`src/rtl/mips_defs_pkg.sv`:
```
// Shared definitions for the writeback-side blocks.
//  REG_ZERO           hard-wired zero register index; never written
//  wba_state_e        write-port arbiter states
package mips_defs;

    localparam logic [4:0] REG_ZERO = 5'd0;

    typedef enum logic [1:0] {
        WBA_IDLE  = 2'd0,
        WBA_WAIT  = 2'd1,
        WBA_STEAL = 2'd2
    } wba_state_e;

endpackage

```
`src/rtl/wb_port_arbiter_hold_buffer.sv`:
```
// One-entry hold buffer for a long-latency result waiting for the write port.
//  clk, rst           clock, asynchronous active-high reset
//  load               capture load_addr/load_data and mark the entry valid
//  clear              empty the entry (address and data return to zero)
//  valid, addr, data  current contents
module wb_hold_buffer #(
    parameter int ADDR_W = 5,
    parameter int DATA_W = 32
) (
    input  logic              clk,
    input  logic              rst,
    input  logic              load,
    input  logic              clear,
    input  logic [ADDR_W-1:0] load_addr,
    input  logic [DATA_W-1:0] load_data,
    output logic              valid,
    output logic [ADDR_W-1:0] addr,
    output logic [DATA_W-1:0] data
);

    logic              valid_r;
    logic [ADDR_W-1:0] addr_r;
    logic [DATA_W-1:0] data_r;

    // Entry storage; load and clear are never requested together.
    always_ff @(posedge clk or posedge rst) begin
        if (rst) begin
            valid_r <= 1'b0;
            addr_r  <= '0;
            data_r  <= '0;
        end else if (load) begin
            valid_r <= 1'b1;
            addr_r  <= load_addr;
            data_r  <= load_data;
        end else if (clear) begin
            valid_r <= 1'b0;
            addr_r  <= '0;
            data_r  <= '0;
        end else begin
            valid_r <= valid_r;
            addr_r  <= addr_r;
            data_r  <= data_r;
        end
    end

    assign valid = valid_r;
    assign addr  = addr_r;
    assign data  = data_r;

endmodule

```
`src/rtl/wb_port_arbiter.sv`:
```
// Shares the register-file write port between the MEM/WB pipeline write and one
// long-latency unit (LU). The pipeline has priority; the LU result waits in a
// one-entry buffer and, after STARVE_LIMIT consecutive lost cycles, a one-cycle
// pipeline stall is requested so the buffer can take the port.
//  pipe_*             MEM/WB destination, write enable, data
//  lu_valid/lu_ready  LU result handshake (lu_ready registered, high only in IDLE)
//  lu_dest_addr/wdata LU result destination and data
//  stall_req          freeze the pipeline this cycle
//  lu_pending(_addr)  buffer occupied / its destination, for hazard detection
//  rf_we/waddr/wdata  register-file write port
module wb_port_arbiter
    import mips_defs::*;
#(
    parameter int ADDR_W       = 5,
    parameter int DATA_W       = 32,
    parameter int STARVE_LIMIT = 4,
    parameter int CNT_W        = 3
) (
    input  logic              clk,
    input  logic              rst,
    input  logic [ADDR_W-1:0] pipe_dest_addr,
    input  logic              pipe_write_or_not,
    input  logic [DATA_W-1:0] pipe_wdata,
    input  logic              lu_valid,
    input  logic [ADDR_W-1:0] lu_dest_addr,
    input  logic [DATA_W-1:0] lu_wdata,
    output logic              lu_ready,
    output logic              stall_req,
    output logic              lu_pending,
    output logic [ADDR_W-1:0] lu_pending_addr,
    output logic              rf_we,
    output logic [ADDR_W-1:0] rf_waddr,
    output logic [DATA_W-1:0] rf_wdata
);

    localparam logic [ADDR_W-1:0] ZERO_ADDR  = ADDR_W'(REG_ZERO);
    localparam logic [CNT_W-1:0]  CNT_LAST   = CNT_W'(STARVE_LIMIT - 1);

    wba_state_e        state_r, state_next_s;
    logic [CNT_W-1:0]  cnt_r, cnt_next_s;
    logic              lu_ready_r;
    logic              buf_load_s, buf_clear_s;
    logic              buf_valid_s;
    logic [ADDR_W-1:0] buf_addr_s;
    logic [DATA_W-1:0] buf_data_s;
    logic              grant_buf_s;
    logic              g_we_s;
    logic [ADDR_W-1:0] g_addr_s;
    logic [DATA_W-1:0] g_data_s;

    wb_hold_buffer #(.ADDR_W(ADDR_W), .DATA_W(DATA_W)) u_hold (
        .clk       (clk),
        .rst       (rst),
        .load      (buf_load_s),
        .clear     (buf_clear_s),
        .load_addr (lu_dest_addr),
        .load_data (lu_wdata),
        .valid     (buf_valid_s),
        .addr      (buf_addr_s),
        .data      (buf_data_s)
    );

    // State, starvation counter and the registered accept flag.
    always_ff @(posedge clk or posedge rst) begin
        if (rst) begin
            state_r    <= WBA_IDLE;
            cnt_r      <= '0;
            lu_ready_r <= 1'b0;
        end else begin
            state_r    <= state_next_s;
            cnt_r      <= cnt_next_s;
            lu_ready_r <= (state_next_s == WBA_IDLE);
        end
    end

    // Next state, counter and buffer control.
    always_comb begin
        state_next_s = state_r;
        cnt_next_s   = cnt_r;
        buf_load_s   = 1'b0;
        buf_clear_s  = 1'b0;
        case (state_r)
            WBA_IDLE: begin
                // A result for r0 is accepted but simply not stored.
                if (lu_valid && lu_ready_r && (lu_dest_addr != ZERO_ADDR)) begin
                    state_next_s = WBA_WAIT;
                    cnt_next_s   = '0;
                    buf_load_s   = 1'b1;
                end else begin
                    state_next_s = WBA_IDLE;
                end
            end
            WBA_WAIT: begin
                if (!pipe_write_or_not) begin
                    state_next_s = WBA_IDLE;
                    buf_clear_s  = 1'b1;
                end else if (pipe_dest_addr == buf_addr_s) begin
                    // Younger pipeline write to the same register makes the LU result dead.
                    state_next_s = WBA_IDLE;
                    buf_clear_s  = 1'b1;
                end else if (cnt_r == CNT_LAST) begin
                    state_next_s = WBA_STEAL;
                end else begin
                    cnt_next_s = cnt_r + CNT_W'(1);
                end
            end
            WBA_STEAL: begin
                state_next_s = WBA_IDLE;
                buf_clear_s  = 1'b1;
            end
            default: begin
                state_next_s = WBA_IDLE;
                buf_clear_s  = 1'b1;
            end
        endcase
    end

    // Write-port mux; reset forces the port quiet without waiting for an edge.
    always_comb begin
        grant_buf_s = (state_r == WBA_STEAL) ||
                      ((state_r == WBA_WAIT) && !pipe_write_or_not);
        if (grant_buf_s) begin
            g_we_s   = buf_valid_s;
            g_addr_s = buf_addr_s;
            g_data_s = buf_data_s;
        end else begin
            g_we_s   = pipe_write_or_not;
            g_addr_s = pipe_dest_addr;
            g_data_s = pipe_wdata;
        end
        if (rst) begin
            rf_we    = 1'b0;
            rf_waddr = '0;
            rf_wdata = '0;
        end else begin
            rf_we    = g_we_s && (g_addr_s != ZERO_ADDR);
            rf_waddr = g_addr_s;
            rf_wdata = g_data_s;
        end
    end

    assign lu_ready        = lu_ready_r;
    assign stall_req       = (state_r == WBA_STEAL);
    assign lu_pending      = (state_r != WBA_IDLE);
    assign lu_pending_addr = buf_addr_s;

endmodule
```
`config.mk`:
```
export PLATFORM = sky130hd
export DESIGN_NAME = wb_port_arbiter
export DESIGN_NICKNAME = d
export VERILOG_FILES = /design/src/rtl/mips_defs_pkg.sv /design/src/rtl/wb_port_arbiter_hold_buffer.sv /design/src/rtl/wb_port_arbiter.sv
export SDC_FILE = /design/constraint.sdc
export NUM_CORES = 1
export LEC_CHECK = 0
export CAP_MARGIN = 10
export CORE_MARGIN = 3
export CORE_UTILIZATION = 42
export DETAILED_ROUTE_END_ITERATION = 10
export PLACE_DENSITY = 0.89
export REMOVE_ABC_BUFFERS = 1
export SYNTH_ARGS = -nofsm -noshare
export SYNTH_HDL_FRONTEND = slang
export SYNTH_SLANG_ARGS = --single-unit
```
`constraint.sdc`:
```
create_clock -name clk -period 3.41 [get_ports clk]
set_input_delay 0.341 -clock clk [delete_from_list [all_inputs] [get_ports clk]]
set_output_delay 0.341 -clock clk [all_outputs]
set_load 0.01 [all_outputs]
```
==> impl_metrics.env, run 1 <==
export IMPL_synthDistinctLibCells=27
export IMPL_grt_util_all_layers_pct=21.34
export IMPL_ir_drop_v=0.0003737
export IMPL_required_ps=3070
export IMPL_ys_ff_latch=44
export IMPL_core_area_mm2=0.005205
export IMPL_seq_power_share_pct=37.8
export IMPL_synth_main_ff_cell="dfrtp_1"
export IMPL_seq_area_frac_synth_pct=47.93
export IMPL_htreeDepth=2
export IMPL_finalHoldViolations=0
export IMPL_drt_wirelength_per_cell_um=14.79
export IMPL_port_buffers=123
export IMPL_max_freq_mhz=347.8
export IMPL_die_h_um=79.96
export IMPL_row_count=26
export IMPL_wl_mm=6.654
export IMPL_async_reset_ff_share_pct=100.0
export IMPL_leakagePower_nw=1.604
export IMPL_critPathCaptureType="output port"
export IMPL_setup_viol=0
export IMPL_cp_data_arrival_time_ps=2530
export IMPL_antennaDiodeCount=0
export IMPL_fin_worst_skew_ps=6.144
export IMPL_tritoncts="built"
export IMPL_power_switching_mw=0.8169
export IMPL_crit_type="flip-flop to output port"
export IMPL_critPathMaxFanout=23
export IMPL_relSlewSlack_pct=41.33
export IMPL_area_growth_pct=59.75
export IMPL_drv_cap=0
export IMPL_status="finished, final reports clean"
export IMPL_hp_class="flip-flop to flip-flop"
export IMPL_grt_pass1_wl_mm=10.76
export IMPL_rsz0062_at_grt="false"
export IMPL_syn_inst=259
export IMPL_power_density_mw_per_mm2=614.3
export IMPL_start_util_pct=44.13
export IMPL_cts_hold_buf=0
export IMPL_hpwl_mm=5.037
export IMPL_ys_warnings_count=0
export IMPL_die_area_mm2=0.006393
export IMPL_drv_slew=0
export IMPL_avgViaCountPerCell=5.176
export IMPL_synth_area_leaders="dfrtp_1, a22o_1, nand2_1"
export IMPL_synth_edff_count=0
export IMPL_insertion_delay_ps=290
export IMPL_post_route_min_period_ps=2875
export IMPL_cts_buffers=5
export IMPL_synth_top_area_share_pct=47.93
export IMPL_ant_nets=0
export IMPL_synth_commonest_cells="nand2_1, dfrtp_1, a21oi_1, a22o_1, clkbuf_1"
export IMPL_antenna_found_initial=0
export IMPL_cts_resized=0
export IMPL_yosysTopAreaCell="dfrtp_1"
export IMPL_io_pins=124
export IMPL_power_share_clock_pct=13.3
export IMPL_clk_pin_slew_ps=80
export IMPL_fp_dieW_um=79.96
export IMPL_cts_root_buf="clkbuf_8"
export IMPL_drtPass1Iterations=4
export IMPL_finalPower_mw=2.254
export IMPL_drc=0
export IMPL_final_nets=460
export IMPL_drive_gt1_share_pct=5.000
export IMPL_clock_sinks=44
export IMPL_synth_area_mm2=0.002297
export IMPL_syn_area_per_cell_um2=8.870
export IMPL_gp_congestion=0.7973
export IMPL_pwr_share_comb_pct=49.0
export IMPL_drt_iter0_markers=101
export IMPL_tightest_slew_ps=878.8
export IMPL_route_vias_total=2329
export IMPL_grt_max_degree=45
export IMPL_swShare_pct=36.24
export IMPL_startpoint_type="flip-flop"
export IMPL_cts_buffer_depth=2
export IMPL_post_cts_buffers=0
export IMPL_overflow=0
export IMPL_grt_pass1_vias=2373
export IMPL_intPower_mw=1.437
export IMPL_period_share_pct=84.32
export IMPL_synth_most_common_cell="nand2_1"
export IMPL_setup_tns_ps=0
==> routing by layer <==
| layer | GRT usage [%] | share of wire, % | vias up |
|---|---|---|---|
| met5 | 0 | 0 | - |
| met4 | 6.757 | 2.2 | 0 |
| met3 | 3.950 | 4.3 | 15 |
| met2 | 38.00 | 52 | 70 |
| met1 | 25.82 | 42 | 1103 |
| li1 | - | - | 1141 |
==> stage by stage <==
step	util (%)	std cells	hold WS (ps)	setup WS [ps]	instance area, um2
3_3_place_gp	69.01	443	467.1	642.9	3592
5_1_grt	70.50	450	516.4	281.6	3670
6_report	70.50	450	500.8	534.6	3670
3_5_place_dp	69.01	443	481.0	538.1	3592
2_1_floorplan	-	240	457.3	551.0	2195
4_1_cts	70.50	450	505.6	524.5	3670
==> layout by cell type (no fill, tap or decap), drive strengths merged, types with 3 or more instances in the layout <==
master	synthesis	final
buf	5	10
dfrtp	44	44
clkdlybuf4s50	0	123
or4	3	3
nor3	3	3
nor2	6	6
inv	7	7
clkbuf	14	6
a21oi	38	38
a22o	37	37
nand2	78	78
nand2b	3	3
xnor2	5	5
==> cell families after synthesis <==
logic type	Yosys count	synth area share (%)
and+or+nand+nor	98	18.30
AOI/OAI and AO/OA	83	24.73
DFF	44	47.93
buffers and inverters	26	5.610
xor gates and xnor gates	5	1.906
adders and majority gates	2	1.089
muxes	1	0.4357
==> cell type report <==
class,instances,area (um2)
fillers,419,1535
repair buffers,133,1306
flip-flops and latches,44,1101
multi-input cells,189,1071
well taps,70,87.58
clock buffers,6,72.57
inverters,7,26.28
clock inverters,1,5.005
==> critical path, stage by stage, from the launching register on <==
cell	delay (ps)
dfrtp_1	420
inv_1	90
nor2_1	370
a21o_1	210
buf_4	250
nor3_1	80
nor4_1	240
clkdlybuf4s50_1	580
==> registers in the layout, summed over array words and instances, names as in the netlist <==
name / cells
lu_ready: 1
cnt_r: 3
state_r: 2
u_hold.data: 32
u_hold.addr: 5
u_hold.valid: 1
==> worst paths after layout <==
check,to,slack [ps],cells past startpoint,from
min in group asynchronous,cnt_r[1]$_DFFE_PP0P_,870,3,rst
worst min-delay path,u_hold.data[0]$_DFFE_PP0P_,500,1,u_hold.data[0]$_DFFE_PP0P_
worst max-delay path,rf_we,530,7,state_r[0]$_DFF_PP0_
worst max register to register,cnt_r[1]$_DFFE_PP0P_,1440,7,state_r[1]$_DFF_PP0_
max in group asynchronous,u_hold.data[0]$_DFFE_PP0P_,1990,3,rst
worst min register to register,u_hold.data[0]$_DFFE_PP0P_,500,1,u_hold.data[0]$_DFFE_PP0P_
==> power by group through the flow <==
stage               clock, mW  sequential [mW]  combinational (mW)
floorplan                   0            0.834               0.602
global placement            0            0.851                1.08
detailed placement          0            0.852                1.11
CTS                     0.307            0.850                1.11
global route            0.333            0.876                1.22
finish                  0.299            0.851                1.10
Power figures use the tool's default switching activity.
==> run 2: changes to the inputs <==
--- a/config.mk
+++ b/config.mk
@@ -7,9 +7,9 @@
 export LEC_CHECK = 0
 export CAP_MARGIN = 10
 export CORE_MARGIN = 3
-export CORE_UTILIZATION = 42
+export CORE_UTILIZATION = 39
 export DETAILED_ROUTE_END_ITERATION = 10
-export PLACE_DENSITY = 0.89
+export PLACE_DENSITY = 0.83
 export REMOVE_ABC_BUFFERS = 1
 export SYNTH_ARGS = -nofsm -noshare
 export SYNTH_HDL_FRONTEND = slang
==> constraint.sdc (replaced) <==
create_clock -name clk -period 2.8 [get_ports clk]
set_input_delay 0.28 -clock clk [delete_from_list [all_inputs] [get_ports clk]]
set_output_delay 0.28 -clock clk [all_outputs]
set_load 0.01 [all_outputs]
==> impl_metrics.env, run 2 (synthesis gave the netlist of run 1 again) <==
export IMPL_status="finished, final reports clean"
export IMPL_hp_class="flip-flop to flip-flop"
export IMPL_required_ps=2520
export IMPL_post_cts_buffers=0
export IMPL_grt_max_degree=45
export IMPL_layout_common_cells="clkdlybuf4s50_1, nand2_1, dfrtp_1"
export IMPL_relSlewSlack_pct=39.96
export IMPL_die_area_mm2=0.006848
export IMPL_cts_root_buf="clkbuf_8"
export IMPL_cts_buffers=5
export IMPL_grt_pass1_vias=2244
export IMPL_ir_drop_v=0.0004305
export IMPL_clk_pin_slew_ps=80
export IMPL_swShare_pct=36.45
export IMPL_drtPass1Iterations=4
export IMPL_fin_worst_skew_ps=6.465
export IMPL_grt_use_met3_pct=4.772
export IMPL_worstHoldStart="cnt_r[0]$_DFFE_PP0P_"
export IMPL_grt_util_all_layers_pct=19.52
export IMPL_cts_resized=0
export IMPL_max_freq_mhz=382.9
export IMPL_finalHoldViolations=0
export IMPL_drt_iter0_markers=116
export IMPL_route_vias_total=2307
export IMPL_hpwl_mm=5.103
export IMPL_critPathMaxFanout=23
export IMPL_r2r_start="state_r[1]$_DFF_PP0_"
export IMPL_cts_hold_buf=0
export IMPL_port_buffers=123
export IMPL_grt_pass1_wl_mm=10.31
export IMPL_r2r_slack_ps=830
export IMPL_period_share_pct=93.27
export IMPL_power_switching_mw=1.018
export IMPL_met2_usage_pct=33.49
export IMPL_fp_dieW_um=82.75
export IMPL_setup_viol=0
export IMPL_dp_slack_ps=281.1
export IMPL_crit_type="flip-flop to output port"
export IMPL_hold_depth=1
export IMPL_area_growth_pct=61.82
export IMPL_whs_endpoint="cnt_r[0]$_DFFE_PP0P_"
export IMPL_power_share_clock_pct=13.7
export IMPL_pwr_share_comb_pct=49.2
export IMPL_overflow=0
export IMPL_antenna_found_initial=0
export IMPL_avgViaCountPerCell=5.070
export IMPL_largest_reg_flops=32
export IMPL_rsz0062_at_grt="false"
export IMPL_core_area_mm2=0.005608
export IMPL_antennaDiodeCount=0
export IMPL_power_density_mw_per_mm2=751.7
export IMPL_cts_buffer_depth=2
export IMPL_met1_usage_pct=24.97
export IMPL_start_util_pct=40.96
export IMPL_clock_sinks=44
export IMPL_critPathCaptureType="output port"
export IMPL_drive_gt1_share_pct=6.005
export IMPL_r2r_cells=6
export IMPL_worst_slack_ps=188.5
export IMPL_tritoncts="built"
export IMPL_drc=0
export IMPL_seq_power_share_pct=37.1
export IMPL_post_route_min_period_ps=2612
export IMPL_row_count=27
export IMPL_htreeDepth=2
export IMPL_leakagePower_nw=1.629
export IMPL_drv_cap=0
export IMPL_intPower_mw=1.776
export IMPL_finalPower_mw=2.794
export IMPL_setup_tns_ps=0
export IMPL_final_nets=462
export IMPL_ant_nets=0
export IMPL_final_common_cell="clkdlybuf4s50_1"
export IMPL_fillers=480
export IMPL_tightest_slew_ps=899.3
export IMPL_insertion_delay_ps=290
export IMPL_wl_mm=6.631
export IMPL_timing_rr_end="cnt_r[2]$_DFFE_PP0P_"
export IMPL_io_pins=124
export IMPL_drt_wirelength_per_cell_um=14.57
export IMPL_busiest_layer="met2"
export IMPL_cp_data_arrival_time_ps=2330
export IMPL_startpoint_type="flip-flop"
export IMPL_gp_congestion=0.8594
export IMPL_drv_slew=0
export IMPL_die_h_um=82.75
## run 2: cell count changes in the layout (fill, tap and decap cells not counted)
cell / change
a21oi_2: -1
a21oi_4: +1
buf_12: +1
buf_4: +1
clkbuf_1: -1
clkinv_2: +1
clkinv_4: +1
## run 2: critical path: stages (launching register included)
cell and delay (ps):
dfrtp_1 420, inv_1 90, nor2_1 110, buf_4 160, a21o_1 160, buf_4 270, nand2_1 90, a21oi_1 180
clkdlybuf4s50_1 560
## run 2: through the flow
step	area [um2]	cells	hold slack, ps	utilization, %
6_report	3717	455	483.1	66.29
5_1_grt	3717	455	503.7	66.29
4_1_cts	3717	455	493.1	66.29
3_5_place_dp	3630	447	481.2	64.73
3_3_place_gp	3630	447	468.1	64.73
2_1_floorplan	2195	240	419.9	-
## run 2: worst max path at each step
stage / startpoint / endpoint / slack [ps] / cells past startpoint
after floorplan: state_r[1]$_DFF_PP0_ / rf_we / 2 / 5
after global placement: pipe_write_or_not / rf_wdata[26] / 340 / 8
after detailed placement: pipe_write_or_not / rf_waddr[1] / 280 / 8
after CTS: state_r[0]$_DFF_PP0_ / rf_waddr[1] / 200 / 8
after global routing: state_r[0]$_DFF_PP0_ / rf_wdata[28] / 20 / 8
final: state_r[0]$_DFF_PP0_ / rf_waddr[1] / 190 / 8
## run 2: power groups by stage
stage	registers, mW	clock network [mW]	logic, mW
after CTS	1.03	0.398	1.39
after detailed placement	1.04	0	1.39
after global placement	1.04	0	1.35
after global routing	1.07	0.432	1.51
after floorplan	1.02	0	0.733
final	1.04	0.383	1.38
## run 2: metal layers
| layer | routed length (um) | vias to the layer above |
|---|---|---|
| li1 | - | 1146 |
| met1 | 2951 | 1081 |
| met2 | 3299 | 75 |
| met3 | 339 | 5 |
| met4 | 40 | 0 |
| met5 | 0 | - |
## run 2: final cells by class
| cell class | instances | area, um2 | area share (%) |
|---|---|---|---|
| Sequential cell | 44 | 1101 | 29.62 |
| Tap cell | 72 | 90.09 | 2.423 |
| Clock inverter | 3 | 18.77 | 0.5049 |
| Timing Repair Buffer | 135 | 1334 | 35.88 |
| Multi-Input combinational cell | 189 | 1079 | 29.01 |
| Clock buffer | 5 | 68.82 | 1.851 |
| Inverter | 7 | 26.28 | 0.7068 |
==> run 3: changes to the inputs <==
--- a/config.mk
+++ b/config.mk
@@ -11,6 +11,7 @@
 export DETAILED_ROUTE_END_ITERATION = 10
 export PLACE_DENSITY = 0.83
 export REMOVE_ABC_BUFFERS = 1
+export SLEW_MARGIN = 20
 export SYNTH_ARGS = -nofsm -noshare
 export SYNTH_HDL_FRONTEND = slang
 export SYNTH_SLANG_ARGS = --single-unit
==> results of run 3 <==
No change in the layout: final DEF, timing and power equal those of run 2.
